$ cat src/rtl/issue_scoreboard.sv
// Dual-issue scoreboard: one countdown counter per architectural register
// tracks when a long-latency result becomes forwardable and gates issue of
// the older (A) and younger (B) slots accordingly.
// Optional statistics counters are enabled by defining ISSUE_STAT_EN.
module issue_scoreboard #(
  parameter int unsigned LD_LAT = 1,
  parameter int unsigned MD_LAT = 3
) (
  input  logic       clk,
  input  logic       rstn,
  input  logic [1:0] i_valid,
  input  logic [4:0] i_rd_a,
  input  logic [4:0] i_rd_b,
  input  logic       i_we_a,
  input  logic       i_we_b,
  input  logic [4:0] i_rs1_a,
  input  logic [4:0] i_rs2_a,
  input  logic [4:0] i_rs1_b,
  input  logic [4:0] i_rs2_b,
  input  logic [1:0] i_cls_a,
  input  logic [1:0] i_cls_b,
  input  logic       i_ld_a,
  input  logic       i_ld_b,
  input  logic       i_stall,
  input  logic       i_flush,
  output logic [1:0] o_issue,
  output logic [1:0] o_usingNUM
`ifdef ISSUE_STAT_EN
  ,
  output logic [31:0] o_cnt_dual,
  output logic [31:0] o_cnt_hzd
`endif
);

  localparam int unsigned MaxLat = (LD_LAT > MD_LAT) ? LD_LAT : MD_LAT;
  localparam int unsigned CW     = $clog2(MaxLat + 1);

  localparam logic [1:0] ClsAlu = 2'd0;
  localparam logic [1:0] ClsMd  = 2'd2;
  localparam logic [1:0] ClsBr  = 2'd3;

  // Entry 0 is never written with a nonzero value, so r0 is never pending.
  logic [CW-1:0] cnt_q [32];
  logic [CW-1:0] cnt_d [32];

  logic          hzd_a, hzd_b, raw_ab;
  logic          grant_a, grant_b;
  logic [CW-1:0] lat_a, lat_b;

  // Source hazard detection and issue grant.
  always_comb begin
    hzd_a = ((i_rs1_a != 5'd0) && (cnt_q[i_rs1_a] != '0)) ||
            ((i_rs2_a != 5'd0) && (cnt_q[i_rs2_a] != '0));
    hzd_b = ((i_rs1_b != 5'd0) && (cnt_q[i_rs1_b] != '0)) ||
            ((i_rs2_b != 5'd0) && (cnt_q[i_rs2_b] != '0));
    raw_ab = i_we_a && (i_rd_a != 5'd0) && ((i_rd_a == i_rs1_b) || (i_rd_a == i_rs2_b));
    // Gated by rstn so outputs read zero while reset is held.
    grant_a = rstn && i_valid[1] && !hzd_a && !i_stall && !i_flush;
    grant_b = grant_a && i_valid[0] && !hzd_b && (i_cls_a == ClsAlu) &&
              !((i_cls_a == ClsBr) && (i_cls_b == ClsBr)) && !raw_ab;
    o_issue    = {grant_a, grant_b};
    o_usingNUM = {1'b0, grant_a} + {1'b0, grant_b};
  end

  // Result latency of each slot as seen by dependents.
  always_comb begin
    lat_a = i_ld_a ? CW'(LD_LAT) : ((i_cls_a == ClsMd) ? CW'(MD_LAT) : '0);
    lat_b = i_ld_b ? CW'(LD_LAT) : ((i_cls_b == ClsMd) ? CW'(MD_LAT) : '0);
  end

  // Counter next state: flush clears, stall holds, otherwise decrement then
  // load newly issued writers (B last so it wins on a shared rd).
  always_comb begin
    cnt_d = cnt_q;
    if (i_flush) begin
      for (int i = 0; i < 32; i++) cnt_d[i] = '0;
    end else if (!i_stall) begin
      for (int i = 1; i < 32; i++) begin
        if (cnt_q[i] != '0) cnt_d[i] = cnt_q[i] - CW'(1);
      end
      if (grant_a && i_we_a && (i_rd_a != 5'd0)) cnt_d[i_rd_a] = lat_a;
      if (grant_b && i_we_b && (i_rd_b != 5'd0)) cnt_d[i_rd_b] = lat_b;
    end
  end

  // Counter state register.
  always_ff @(posedge clk or negedge rstn) begin
    if (!rstn) begin
      cnt_q <= '{default: '0};
    end else begin
      cnt_q <= cnt_d;
    end
  end

`ifdef ISSUE_STAT_EN
  logic [31:0] cnt_dual_q, cnt_hzd_q;

  // Dual-issue and A-hazard cycle statistics; frozen while stalled.
  always_ff @(posedge clk or negedge rstn) begin
    if (!rstn) begin
      cnt_dual_q <= '0;
      cnt_hzd_q  <= '0;
    end else if (!i_stall) begin
      if (o_usingNUM == 2'd2)   cnt_dual_q <= cnt_dual_q + 32'd1;
      if (i_valid[1] && hzd_a)  cnt_hzd_q  <= cnt_hzd_q + 32'd1;
    end
  end

  assign o_cnt_dual = cnt_dual_q;
  assign o_cnt_hzd  = cnt_hzd_q;
`endif

endmodule
$ cat config.mk
export PLATFORM = sky130hd
export DESIGN_NAME = issue_scoreboard
export DESIGN_NICKNAME = d
export VERILOG_FILES = /design/src/rtl/issue_scoreboard.sv
export SDC_FILE = /design/constraint.sdc
export NUM_CORES = 1
export LEC_CHECK = 0
export CORE_ASPECT_RATIO = 0.8
export CORE_UTILIZATION = 48
export DETAILED_ROUTE_END_ITERATION = 6
export PLACE_DENSITY = 0.68
export SYNTH_ARGS = -nofsm -noshare
export SYNTH_HDL_FRONTEND = slang
export SYNTH_SLANG_ARGS = --single-unit
$ cat constraint.sdc
create_clock -name clk -period 10.45 [get_ports clk]
set_input_delay 2.09 -clock clk [delete_from_list [all_inputs] [get_ports clk]]
set_output_delay 2.09 -clock clk [all_outputs]
set_load 0.02 [all_outputs]
## After elaboration in Yosys (flattened, before gate mapping)

Cells that the tools add are included.

| word-level totals | value |
|---|---|
| bits in registers | 64 |
| output and inout bits | 4 |
| word-level logic and storage cells | 279 |

| operators by class | value |
|---|---|
| $lt $le $gt $ge | 8 |
| eq/ne operators | 7 |
| bitwise logic cells | 6 |
| multiplexer cells | 121 |
| reduce and logical (&&, ||, !) cells | 73 |
| add/subtract/negate cells | 32 |

Operator list:

| cell | count |
|---|---|
| $mux 64 | 6 |
| $mux 2 | 107 |
| $bwmux 64 | 2 |
| $reduce_bool 2->1 | 35 |
| $sub 2x1->2 const B | 31 |
| $bmux 2 s5 | 4 |
| $ge 6x6->1 const B | 6 |
| $not 5->6 | 6 |
| $reduce_bool 5->1 | 6 |
| $logic_and 1x1->1 | 22 |
| $demux 2 s5 | 2 |
| $lt 6x1->1 const B | 2 |
| $eq 5x5->1 | 2 |
| $eq 2x2->1 const B | 4 |
| $logic_not 1->1 | 6 |
| $logic_or 1x1->1 | 3 |
| $add 1x1->2 | 1 |
| $logic_not 2->1 | 1 |
| $ne 2x1->1 const B | 1 |

## Logic depth before layout (Yosys ltp)

| depth | value |
|---|---|
| depth after elaboration | 21 |
| gate-level depth with buffers | 14 |
| mapped depth without buffers | 9 |

## Worst setup path before layout

No wires, ideal clock.

| timing | value |
|---|---|
| path type | input to output |
| start point | input i_rs1_a[2] |
| end point | output o_usingNUM[0] |
| path slack | 4.016 ns |
| path buffers | 2 |
| cell stages on the path | 9 |
| data required time | 8.360 ns |
| arrival | 4.344 ns |
| cell sequence | buf_2 mux4_2 mux4_2 nor2b_1 nor4_2 nand2_1 buf_2 nor2_1 ha_1 |

| between the ends | value |
|---|---|
| longest elaborated chain between the ends | 17 |
| elaborated cells between the ends (all ways) | 18 |

RTL lines:

| item | RTL line | source |
|---|---|---|
| start: declaration | 16 | `input logic [4:0] i_rs1_a,` |
| $not 5->6 (not written as such) | 52 | `hzd_a = ((i_rs1_a != 5'd0) && (cnt_q[i_rs1_a] != '0)) \|\|` |
| $bmux 2 s5 | 52 |  |
| $mux 2 (not written as such) (2 in series) | 52 |  |
| $reduce_bool 2->1 | 52 |  |
| $logic_and 1x1->1 * | 52 |  |
| $logic_or 1x1->1 * | 52 |  |
| $logic_not 1->1 * | 58 | `grant_a = rstn && i_valid[1] && !hzd_a && !i_stall && !i_flush;` |
| $logic_and 1x1->1 * (3 in series) | 58 |  |
| $logic_and 1x1->1 * (4 in series) | 59 | `grant_b = grant_a && i_valid[0] && !hzd_b && (i_cls_a == ClsAlu) &&` |
| $logic_and 1x1->1 * | 60 | `!((i_cls_a == ClsBr) && (i_cls_b == ClsBr)) && !raw_ab;` |
| named net grant_b | 47 | `logic grant_a, grant_b;` |
| $add 1x1->2 * | 62 | `o_usingNUM = {1'b0, grant_a} + {1'b0, grant_b};` |
| end: declaration | 27 | `output logic [1:0] o_usingNUM` |

Mark *: on every way through the listed nets, which the timed path passes. The rest lies on a longest branch. The select of a mux whose other input is x is not followed.

## Worst setup path in the final report

| timing | value |
|---|---|
| start point | input i_rs1_a[1] |
| end point | output o_usingNUM[0] |

| between the ends | value |
|---|---|
| longest elaborated chain between the ends | 17 |
| elaborated cells between the ends (all ways) | 18 |

RTL lines:

| item | RTL line |
|---|---|
| $not 5->6 (not written as such) | 52 |
| $bmux 2 s5 | 52 |
| $mux 2 (not written as such) (2 in series) | 52 |
| $reduce_bool 2->1 | 52 |
| $logic_and 1x1->1 * | 52 |
| $logic_or 1x1->1 * | 52 |
| $logic_not 1->1 * | 58 |
| $logic_and 1x1->1 * (3 in series) | 58 |
| $logic_and 1x1->1 (4 in series) | 59 |
| $logic_and 1x1->1 | 60 |
| $add 1x1->2 * | 62 |

Every way passes the cells marked *; elsewhere a longest branch is shown, timed or not. The select of a mux whose other input is x is not followed.

==> results.py <==
metrics = {
    "status": {
        "status": "finished clean",
    },
    "synthesis": {
        "yosys.area_share.adder_pct": 0.2127,
        "ys_seq_elements": 62,
        "synth.distinct_cells": 61,
        "ys.flop_type": "dfrtp_1",
        "syn_inst": 702,
        "synth_area_um2": 5883,
        "synth_edf_count": 0,
        "synth_simple_gate_area_share_pct": 26.52,
        "synth_top_family_by_area": "simple AND/OR/NAND/NOR gates",
        "seq_area_frac_synth_pct": 26.37,
        "synth_compound_area_share_pct": 19.76,
        "syn_nets": 747,
        "yosys-top-cells-area": "dfrtp_1 (26%), mux4_2 (7.7%), mux2i_1 (7.3%)",
        "synthArstFlopShare_pct": 100.0,
        "syn_area_per_cell_um2": 8.381,
        "synth_xor_area_share_pct": 1.489,
        "synth_top_area_share_pct": 26.37,
        "yosysTopAreaCell": "dfrtp_1",
        "synth_mux_area_share_pct": 19.95,
        "yosys_warnings": 0,
    },
    "sta": {
        "timing.hold.ws_ps": 570.2,
        "max_freq_ghz": 0.1245,
        "fin_skew_ps": 6.776,
        "relSlewSlack_pct": 25.94,
        "fin_ws_ps": 2418,
        "hold_viol": 0,
        "fin_crit_ps": 8032,
        "slew_viol_final": 0,
        "fin_tns_setup_ps": 0,
        "final-setup-viol-count": 0,
        "tightestPinTransition_ps": 1107,
        "rsz0062_at_grt": "false",
        "period_share_pct": 76.86,
    },
    "finish": {
        "top_regs": "cnt_q (62)",
        "nNetsFinal": 752,
        "largest_reg_flops": 62,
        "areaGrowthSynthToFinish_pct": 12.12,
        "drive_above_1_share_pct": 12.10,
        "final_common_cell": "nor2_1",
        "top_register": "cnt_q",
        "final_cell_mix": "nor2_1 (91), nand2_1 (65), dfrtp_1 (62), clkdlybuf4s50_1 (46), a21oi_1 (44)",
        "antenna_cells": 0,
        "fin_area_um2": 6596,
        "utilization_pct": 56.20,
    },
    "power": {
        "p_leak_nw": 2.666,
        "intPower_uw": 462.8,
        "powerDensity_nw_per_um2": 96.61,
        "switching_share_pct": 27.38,
        "p_comb_share_pct": 14.4,
        "peakVddDrop_v": 0.00006905,
        "p_sw_uw": 174.5,
        "clkPwrFrac_pct": 47.9,
        "p_seq_share_pct": 37.7,
    },
    "critical_path": {
        "path_buf_inv": 3,
        "criticalPathCategory": "input port to primary output",
        "worstPathMaxFanout": 21,
        "path_delay_family": "buffers and inverters",
        "path_cells": "clkdlybuf4s50_1 > mux4_2 > mux4_2 > nor2b_1 > nor4_2 > buf_4 > nand2_1 > nor2_1 > ha_1 > clkdlybuf4s50_1",
        "end_kind": "primary output",
        "worstPathRequired_ps": 8360,
        "cp-start-kind": "input port",
        "slowest_stage": "clkdlybuf4s50_1",
        "cp_slowest_stage_delay_ps": 810,
        "cp.arrival_ps": 5940,
    },
    "global_route": {
        "grt_pass1_wl_mm": 32.87,
        "antenna_found_initial": 0,
        "grt_use_total_pct": 34.83,
        "grt_overflow": 0,
        "grt_pass1_vias": 5683,
        "grt_start_max_net_pins": 67,
    },
    "clock_tree": {
        "h-tree-depth": 3,
        "cts_setup_buffers": 0,
        "cts_tree": "built",
        "clkSinkCount": 62,
        "clk_latency_ps": 340,
        "clock_tree.root_cell": "clkbuf_16",
        "clockBufferDepth": 2,
        "cts.clk_slew.worst_paths_ps": 50,
        "cts_resized": 0,
        "cts_buffers": 9,
        "hold_buffers": 0,
    },
    "flow_run": {
        "max_cap_violations": 0,
    },
    "place": {
        "place_congestion": 0.9539,
        "pre_cts_slack_ps": 2450,
        "dpl_cell_area_um2": 6306,
        "port_buffers": 47,
        "post-dp-hpwl_mm": 14.84,
    },
    "route": {
        "dr.pass1.iters": 6,
        "antenna_left": 0,
        "wl_mm": 21.33,
        "remaining_drc_errors": 0,
        "vias": 6014,
        "post_drt_wl_per_cell_um": 24.83,
        "drtIter0Drc": 835,
        "via_per_inst": 7.001,
    },
    "floorplanning": {
        "initial_core_util_pct": 50.13,
        "row_count": 35,
        "die_x_um": 125.8,
        "ios": 48,
        "core_um2": 11740,
        "die_area_um2": 12710,
        "die_h_um": 101.0,
    },
    "hold_path": {
        "worstHoldPathType": "register to register",
    },
}
worst register-to-register path, stage by stage (launching register included):
cell,delay (ps)
dfrtp_1,400
nor2_1,520
mux4_2,370
mux4_2,220
nor2b_1,50
nor4_2,260
buf_4,290
nand2_1,430
nor3_2,780
buf_4,400
a22oi_1,150
a221o_1,280
final timing paths:
check | endpoint | start | slack, ps | depth (start not counted)
min | cnt_q[21] | cnt_q[21] | 570 | 1
max in group asynchronous | cnt_q[31] | rstn | 7950 | 2
max reg2reg | cnt_q[13] | cnt_q[2] | 6190 | 11
max | o_usingNUM[0] | i_rs1_a[1] | 2420 | 10
min in group asynchronous | cnt_q[10] | rstn | 1940 | 2
min reg2reg | cnt_q[21] | cnt_q[21] | 570 | 1
through the flow:
step / power, mW / std cells
floorplan: 0.2958 / 702
global placement: 0.3331 / 844
detailed placement: 0.3345 / 844
CTS: 0.6390 / 859
global route: 0.6533 / 859
finish: 0.6372 / 859
cell type report:
type | count | area [um^2]
Clock buffer | 11 | 242.7
Clock inverter | 4 | 47.55
Fill cell | 1045 | 5140
Inverter | 6 | 22.52
Multi-Input combinational cell | 572 | 4014
Sequential cell | 62 | 1551
Tap cell | 148 | 185.2
Timing Repair Buffer | 56 | 533.0
synthesized netlist by cell type, drive strengths merged, types with 13 or more instances:
library cell and instances:
nor3 29, buf 33, mux4 23, a21oi 44, clkbuf 29, mux2 19
dfrtp 62, o21ai 34, a221o 30, mux2i 43, nand2 65, nand3 37
a22oi 25, nand4 19, nor3b 13, nor2 96
layer usage:
metal / vias up / GRT usage [%] / part of all wire [%]
met5: - / 0 / 0
met4: 0 / 14.09 / 2.4
li1: 2661 / - / -
met2: 357 / 52.91 / 44
met1: 2947 / 47.72 / 42
met3: 49 / 8.599 / 11
power by group through the flow:
stage	combinational [mW]	sequential, mW	clock [mW]
2_1_floorplan	0.0512	0.245	0
3_3_place_gp	0.0886	0.245	0
3_5_place_dp	0.0900	0.245	0
4_1_cts	0.0903	0.240	0.308
5_1_grt	0.0984	0.240	0.315
6_report	0.0919	0.240	0.305
cell families after synthesis:
| logic type | Yosys count |
|---|---|
| fa+ha+maj | 1 |
| simple gates | 307 |
| flops | 62 |
| buf+inv | 68 |
| compound gates | 169 |
| mux | 85 |
| xor+xnor | 10 |
No activity file was read; power rests on OpenSTA's default activity.
